File: config.mk
export PLATFORM = sky130hd
export DESIGN_NAME = pbwc_motor_ctrl
export DESIGN_NICKNAME = d
export VERILOG_FILES = /design/src/rtl/pbwc_motor_ctrl.sv
export SDC_FILE = /design/constraint.sdc
export NUM_CORES = 1
export LEC_CHECK = 0
export ABC_AREA = 1
export BUFFER_PORTS_ARGS = -buffer_cell sky130_fd_sc_hd__buf_4
export CORE_MARGIN = 2
export CORE_UTILIZATION = 50
export DETAILED_ROUTE_END_ITERATION = 8
export GPL_TIMING_DRIVEN = 0
export HOLD_SLACK_MARGIN = 0.1
export PLACE_DENSITY = 0.74
export SYNTH_ARGS = -nofsm -noshare
export SYNTH_HDL_FRONTEND = slang
export SYNTH_SLANG_ARGS = --single-unit
File: constraint.sdc
create_clock -name Clock -period 2.43 [get_ports Clock]
set_clock_uncertainty 0.1 [all_clocks]
set_input_delay 0.486 -clock Clock [delete_from_list [all_inputs] [get_ports Clock]]
set_output_delay 0.486 -clock Clock [all_outputs]
set_load 0.05 [all_outputs]
File: src/rtl/pbwc_motor_ctrl.sv
// rtl/pbwc_motor_ctrl.sv - push-button window motor controller with debounce, limits and travel timeout
module pbwc_motor_ctrl #(
    parameter int DEBOUNCE_CYCLES = 4,
    parameter int TRAVEL_CYCLES   = 1000,
    parameter int CNT_W           = 16
) (
    input  logic       Clock,
    input  logic       Reset,
    input  logic       Press,
    input  logic       Limit_Open,
    input  logic       Limit_Closed,
    output logic       Open_CW,
    output logic       Close_CCW,
    output logic       Fault,
    output logic [2:0] State
);

    localparam logic [2:0] W_CLOSED  = 3'd0;
    localparam logic [2:0] W_OPENING = 3'd1;
    localparam logic [2:0] W_OPEN    = 3'd2;
    localparam logic [2:0] W_CLOSING = 3'd3;
    localparam logic [2:0] W_STOPPED = 3'd4;
    localparam logic [2:0] W_FAULT   = 3'd5;

    localparam logic [CNT_W-1:0] DEB_LAST    = CNT_W'(DEBOUNCE_CYCLES - 1);
    localparam logic [CNT_W-1:0] DEB_MAX     = CNT_W'(DEBOUNCE_CYCLES);
    localparam logic [CNT_W-1:0] TRAVEL_LAST = CNT_W'(TRAVEL_CYCLES - 1);

    logic [2:0]       state, state_nx;
    logic             last_dir_open, last_dir_open_nx;
    logic [CNT_W-1:0] deb_cnt;
    logic [CNT_W-1:0] travel_cnt;
    logic             press_evt;
    logic             moving;
    logic             timeout;

    // Saturating at DEB_MAX means a held button yields a single event.
    assign press_evt = Press && (deb_cnt == DEB_LAST);
    assign moving    = (state == W_OPENING) || (state == W_CLOSING);
    assign timeout   = (travel_cnt == TRAVEL_LAST);

    always_comb begin
        state_nx         = state;
        last_dir_open_nx = last_dir_open;
        if (state != W_FAULT && Limit_Open && Limit_Closed) begin
            state_nx = W_FAULT;
        end else begin
            case (state)
                W_CLOSED: begin
                    if (press_evt) state_nx = W_OPENING;
                end
                W_OPENING: begin
                    if (Limit_Open) begin
                        state_nx = W_OPEN;
                    end else if (timeout) begin
                        state_nx = W_FAULT;
                    end else if (press_evt) begin
                        state_nx         = W_STOPPED;
                        last_dir_open_nx = 1'b1;
                    end
                end
                W_OPEN: begin
                    if (press_evt) state_nx = W_CLOSING;
                end
                W_CLOSING: begin
                    if (Limit_Closed) begin
                        state_nx = W_CLOSED;
                    end else if (timeout) begin
                        state_nx = W_FAULT;
                    end else if (press_evt) begin
                        state_nx         = W_STOPPED;
                        last_dir_open_nx = 1'b0;
                    end
                end
                W_STOPPED: begin
                    if (press_evt) state_nx = last_dir_open ? W_CLOSING : W_OPENING;
                end
                default: state_nx = W_FAULT;
            endcase
        end
    end

    always_ff @(posedge Clock or negedge Reset) begin
        if (!Reset) begin
            state         <= W_CLOSED;
            last_dir_open <= 1'b0;
            deb_cnt       <= '0;
            travel_cnt    <= '0;
        end else begin
            state         <= state_nx;
            last_dir_open <= last_dir_open_nx;
            if (!Press) begin
                deb_cnt <= '0;
            end else if (deb_cnt != DEB_MAX) begin
                deb_cnt <= deb_cnt + 1'b1;
            end
            // Any state change restarts the timer, so each move begins at zero.
            if (state_nx != state) begin
                travel_cnt <= '0;
            end else if (moving) begin
                travel_cnt <= travel_cnt + 1'b1;
            end
        end
    end

    assign Open_CW   = (state == W_OPENING);
    assign Close_CCW = (state == W_CLOSING);
    assign Fault     = (state == W_FAULT);
    assign State     = state;

endmodule

Word level (Yosys, flattened, before mapping)
Cells that the tools add are included.
{"block": "word_totals", "regBits": 36, "input_bits": 5, "out_inout_bits": 6}
{"block": "op_classes", "n_addsub": 2, "eq_ne": 17, "muxes": 21, "bitwise": 1, "reduce_logical": 8}
{"op": "$mux W16", "count": 4}
{"op": "$add A16 B1 Y16 const B", "count": 2}
{"op": "$mux W3", "count": 8}
{"op": "$eq A16 B10 Y1 const B", "count": 1}
{"op": "$eq A16 B2 Y1 const B", "count": 1}
{"op": "$ne A16 B3 Y1 const B", "count": 1}
{"op": "$pmux W3 S5", "count": 1}
{"op": "$ne A2 B2 Y1 const B", "count": 4}
{"op": "$reduce_and A8 Y1", "count": 1}
{"op": "$eq A3 B2 Y1 const B", "count": 2}
{"op": "$eq A3 B3 Y1 const B", "count": 2}
{"op": "$mux W1", "count": 6}
{"op": "$ne A2 B1 Y1 const B", "count": 3}
{"op": "$reduce_bool A2 Y1", "count": 2}
{"op": "$eq A3 B1 Y1 const B", "count": 1}
{"op": "$logic_and A1 B1 Y1", "count": 3}
{"op": "$logic_not A3 Y1", "count": 1}
{"op": "$ne A3 B3 Y1", "count": 1}
{"op": "$ne A3 B3 Y1 const B", "count": 1}
{"op": "$mux W2", "count": 1}
{"op": "$pmux W1 S2", "count": 1}
{"op": "$logic_or A1 B1 Y1", "count": 1}
{"op": "$not A1 Y1", "count": 1}

Logic depth before layout (Yosys ltp)
{"block": "logic_depth", "word_depth": 9, "depth_mapped": 15}

Least setup slack after synthesis
OpenSTA, ideal clock, no wires.
{"block": "synth_path", "path_type": "flip-flop to flip-flop", "startpoint": "reg state[2] (netlist: State[2])", "endpoint": "reg travel_cnt[5]", "setup_time_ns": 0.069, "arrival_time_ns": 2.700, "path_slack_ns": -0.439, "stages_incl_launch_ff": 9, "synth_period_minus_slack_ns": 2.869, "cell_sequence": "dfrtp_1 > inv_2 > nor3_1 > nand3b_1 > nand2_1 > nand2_1 > nand3_2 > buf_6 > nor2_2"}
{"block": "synth_between", "elab_chain_cells": 7, "word_cells_on_any_way": 21, "cone_classes": "eq/ne (6); mux (10); reduce/logical (5)"}
{"item": "start, declared", "line": "29", "text": "logic [2:0] state, state_nx;"}
{"item": "start signal, assigned", "line": "90", "text": "state <= state_nx;"}
{"item": "$mux W3", "line": "57, 70"}
{"item": "$mux W3", "line": "55", "text": "end else if (timeout) begin"}
{"item": "$mux W3 (on tied branches)", "line": "66, 53"}
{"item": "$pmux W3 S5", "line": "48", "text": "case (state)"}
{"item": "$mux W3", "line": "45", "text": "if (state != W_FAULT && Limit_Open && Limit_Closed) begin"}
{"item": "$ne A3 B3 Y1", "line": "98", "text": "if (state_nx != state) begin"}
{"item": "$mux W16 / $reduce_bool A2 Y1 (equally long branches)"}
{"item": "end signal, assigned", "line": "101", "text": "travel_cnt <= travel_cnt + 1'b1;"}
{"item": "end, declared", "line": "32", "text": "logic [CNT_W-1:0] travel_cnt;"}
Parallel ways exist; a longest one is shown, timed or not.
A chain may end at the register's enable or synchronous reset.

Final worst setup path
{"block": "layout_path", "startpoint": "reg deb_cnt[0]", "endpoint": "reg travel_cnt[8]"}
{"block": "layout_between", "elab_chain_cells": 9, "word_cells_on_any_way": 14, "cone_classes": "eq/ne (2); mux (10); reduce/logical (2)"}
{"item": "start, declared", "line": "31", "text": "logic [CNT_W-1:0] deb_cnt;"}
{"item": "start signal, assigned", "line": "95", "text": "deb_cnt <= deb_cnt + 1'b1;"}
{"item": "$eq A16 B2 Y1 *", "line": "38", "text": "assign press_evt = Press && (deb_cnt == DEB_LAST);"}
{"item": "$logic_and A1 B1 Y1 *", "line": "38"}
{"item": "$mux W3", "line": "57, 70"}
{"item": "$mux W3", "line": "55"}
{"item": "$mux W3 (on tied branches)", "line": "66, 53"}
{"item": "$pmux W3 S5 *", "line": "48"}
{"item": "$mux W3 *", "line": "45"}
{"item": "named net state_nx[0]", "line": "29"}
{"item": "$ne A3 B3 Y1 *", "line": "98"}
{"item": "$mux W16 / $reduce_bool A2 Y1 (equally long branches)"}
The timed path passes the listed nets; every way through them passes the cells marked *.

==> summary.txt <==
================================================================================
Run status                                                          complete, no violations
Routed WL per cell                                                       10.9 um
Launch instance of the worst register-to-register path                deb_cnt[0]
Proportion of power drawn by combinational gates                           0.409
Endpoint of the lowest-slack register-to-register path              travel_cnt[8]
# clock sinks                                                                 36
Ratio of routed vias to standard cells                                      4.95
Max Cap Violations                                                             0
Portion of the post-synthesis area used by sequential elements             0.420
Number of synthesis warnings                                                   0
Most common flop cell mapped by yosys                               sky130_fd_sc_hd__dfrtp_1
Overall die height                                                       69.5 um
Post-route minimum period                                                2140 ps
All-layer global routing usage                                             0.180
Cell Pwr Density                                                      788 mW/mm2
Fraction of the core area covered by cells at the end of the flow          0.592
Total wirelength of the detailed-routed design                           3.93 mm
Distinct cell type count after synthesis                                      30
Worst Setup Start Kind                                                      flop
Part of the power in registers                                             0.362
Internal reg-to-reg setup slack                                           290 ps
Cell count after synthesis                                                   292
Routability congestion estimate from global placement                      0.829
Syn Nets                                                                     300
Crit-path max FO                                                              10
Post-synthesis sequential element count                                       36
RSZ-0062 raised after global routing                                          no
R2R cell count                                                                14
Remaining global-route overflow                                                0
Cell Area, Synth                                                     0.00215 mm2
# IOs                                                                         11
First-pass GRT wire length                                               7.13 mm
Die Footprint                                                        0.00483 mm2
Clock tree from TritonCTS                                                    yes
Via count of the first global-routing pass                                  1672
Int Pwr                                                                  1.10 mW
Via Count                                                                   1787
Total setup buffers inserted after CTS                                         0
Async set-reset flop share out of synthesis                                 1.00
Antenna violations before repair                                               0
Number of hold violations in the final report                                  0
Total Neg Setup Slack                                                       0 ps
Horizontal extent of the die                                             69.5 um
HPWL after detailed placement                                            2.91 mm
Type of the setup path with the least slack                         flop to flop
Switching share of total power                                             0.416
Most used cells in the layout excluding fill and tap cells          sky130_fd_sc_hd__nand2_1, sky130_fd_sc_hd__nor2_1, sky130_fd_sc_hd__dfrtp_1, sky130_fd_sc_hd__inv_1, sky130_fd_sc_hd__nand3_1
Capture point of the critical path                                  travel_cnt[8]
Arrival time worst endpoint                                              2250 ps
CTS clk-pin slew, worst paths                                              70 ps
Crit share post-route                                                      0.879
Timing-limited maximum frequency                                         468 MHz
Count of pins over their slew limit                                            0
Required time at the endpoint of the critical path                       2550 ps
Inserted Clock Buffers                                                         5
Post-CTS resize count                                                          0
Fraction of layout instances using a drive strength above 1                0.151
Number of buffers between clock root and the deepest sink                      2
Number of H-tree levels                                                        2
Total core area                                                      0.00406 mm2
Worst VDD drop                                                            285 uV
Nets                                                                         318
Number of core rows                                                           23
Commonest non-fill, non-tap cell in the layout                      sky130_fd_sc_hd__nand2_1
Switching power                                                         0.788 mW
DRC viols                                                                      0
ANT nets after route                                                           0
Worst min path class                                                primary input to flop
Proportion of power drawn by the clock network                             0.229
Synth-to-Final Area Change                                                 11.9%
Critical Path Sink Type                                                     flop
Buffer type at the clock tree root                                  sky130_fd_sc_hd__clkbuf_8
Rel. slew slack                                                            0.699
Count of buffers from port buffering                                          10
Initial drt markers                                                          109
Leak pwr                                                                 1.08 nW
Starting density of the core                                               0.529
Clock latency reported for the late side of the worst-skew pair           290 ps
Post-Syn Area per Cell                                                  7.35 um2
Count of TritonRoute iterations in the first routing pass                      4
Maximum number of pins on one net before global-route repair                  37
Antenna diodes                                                                 0
Post-synth EDFFs                                                               0
Actual slew at the worst max-slew pin                                     452 ps
Number of endpoints failing setup at the final stage                           0
Hold buffers post-CTS                                                          1
Launching instance or port of the critical path                       deb_cnt[0]
================================================================================
cell families after synthesis:
logic type,Yosys count,synth area share
and+or+nand+nor,158,0.323
buffers and inverters,47,0.0869
DFF,36,0.420
AOI/OAI and AO/OA,34,0.0950
xor gates and xnor gates,13,0.0531
adders and majority gates,3,0.0175
muxes,1,0.00466
per-layer routing:
metal	wire length [um]	global-route usage
met5	0	0
met2	1610	0.275
met4	44	0.0588
met3	177	0.0407
met1	2090	0.256
power groups by stage:
stage,combinational (mW),sequential [mW],clock [mW]
2_1_floorplan,0.535,0.756,0
3_3_place_gp,0.776,0.694,0
3_5_place_dp,0.775,0.696,0
4_1_cts,0.779,0.684,0.452
5_1_grt,0.852,0.689,0.476
6_report,0.774,0.685,0.433
final cells by class:
| class | instances | area [um2] |
|---|---|---|
| Timing Repair Buffer | 11 | 85.1 |
| Sequential cell | 36 | 901 |
| Inverter | 43 | 161 |
| Buffer | 4 | 25.0 |
| Tap cell | 50 | 62.6 |
| Clock buffer | 8 | 90.1 |
| Fill cell | 383 | 1660 |
| Multi-Input combinational cell | 209 | 1080 |
how the worst min path moves through the flow:
stage | startpoint | to | cells past startpoint
after global routing | Press | deb_cnt[15] | 3
after CTS | Press | deb_cnt[15] | 3
after detailed placement | Reset | deb_cnt[15] | 1
after global placement | Reset | deb_cnt[15] | 1
after floorplan | Reset | State[0] | 0
final | Press | deb_cnt[15] | 3
worst max-delay path, stage by stage, from the launching register on:
cell and delay [ps]:
sky130_fd_sc_hd__dfrtp_1 390, sky130_fd_sc_hd__ha_1 270, sky130_fd_sc_hd__nand2_1 70, sky130_fd_sc_hd__nor2_1 100, sky130_fd_sc_hd__nand2_1 60, sky130_fd_sc_hd__nor2_1 140, sky130_fd_sc_hd__nand2_1 90, sky130_fd_sc_hd__nand2_1 80
sky130_fd_sc_hd__nand3_1 90, sky130_fd_sc_hd__nand2_1 70, sky130_fd_sc_hd__nand2_1 60, sky130_fd_sc_hd__nor2_2 90, sky130_fd_sc_hd__nand3_2 150, sky130_fd_sc_hd__buf_6 200, sky130_fd_sc_hd__nor2_2 80
synthesized netlist by cell type (all sizes together), types with 2 or more instances:
master  instances  share of area
o21ai          16          0.037
nor3            7          0.019
nand3          29          0.070
dfrtp          36           0.42
a211oi          2         0.0070
ha              3          0.017
buf             3         0.0099
xnor2           6          0.024
nand2          56          0.098
xor2            7          0.029
a21oi          11          0.026
nand4           4          0.012
inv            42          0.073
nor2           60           0.12
stage by stage:
step	power [mW]	setup WS [ps]	area [um2]	std cells	hold slack, ps
floorplan	1.29	29.9	2160	292	90.4
global placement	1.47	301	2300	352	369
detailed placement	1.47	329	2300	352	372
CTS	1.92	300	2400	361	388
global route	2.02	45.4	2400	361	404
finish	1.89	294	2400	361	396
registers in the layout, summed over array words and instances (netlist names):
signal and cells:
travel_cnt 16, State 3, last_dir_open 1, deb_cnt 16
Power figures use the tool's default switching activity.
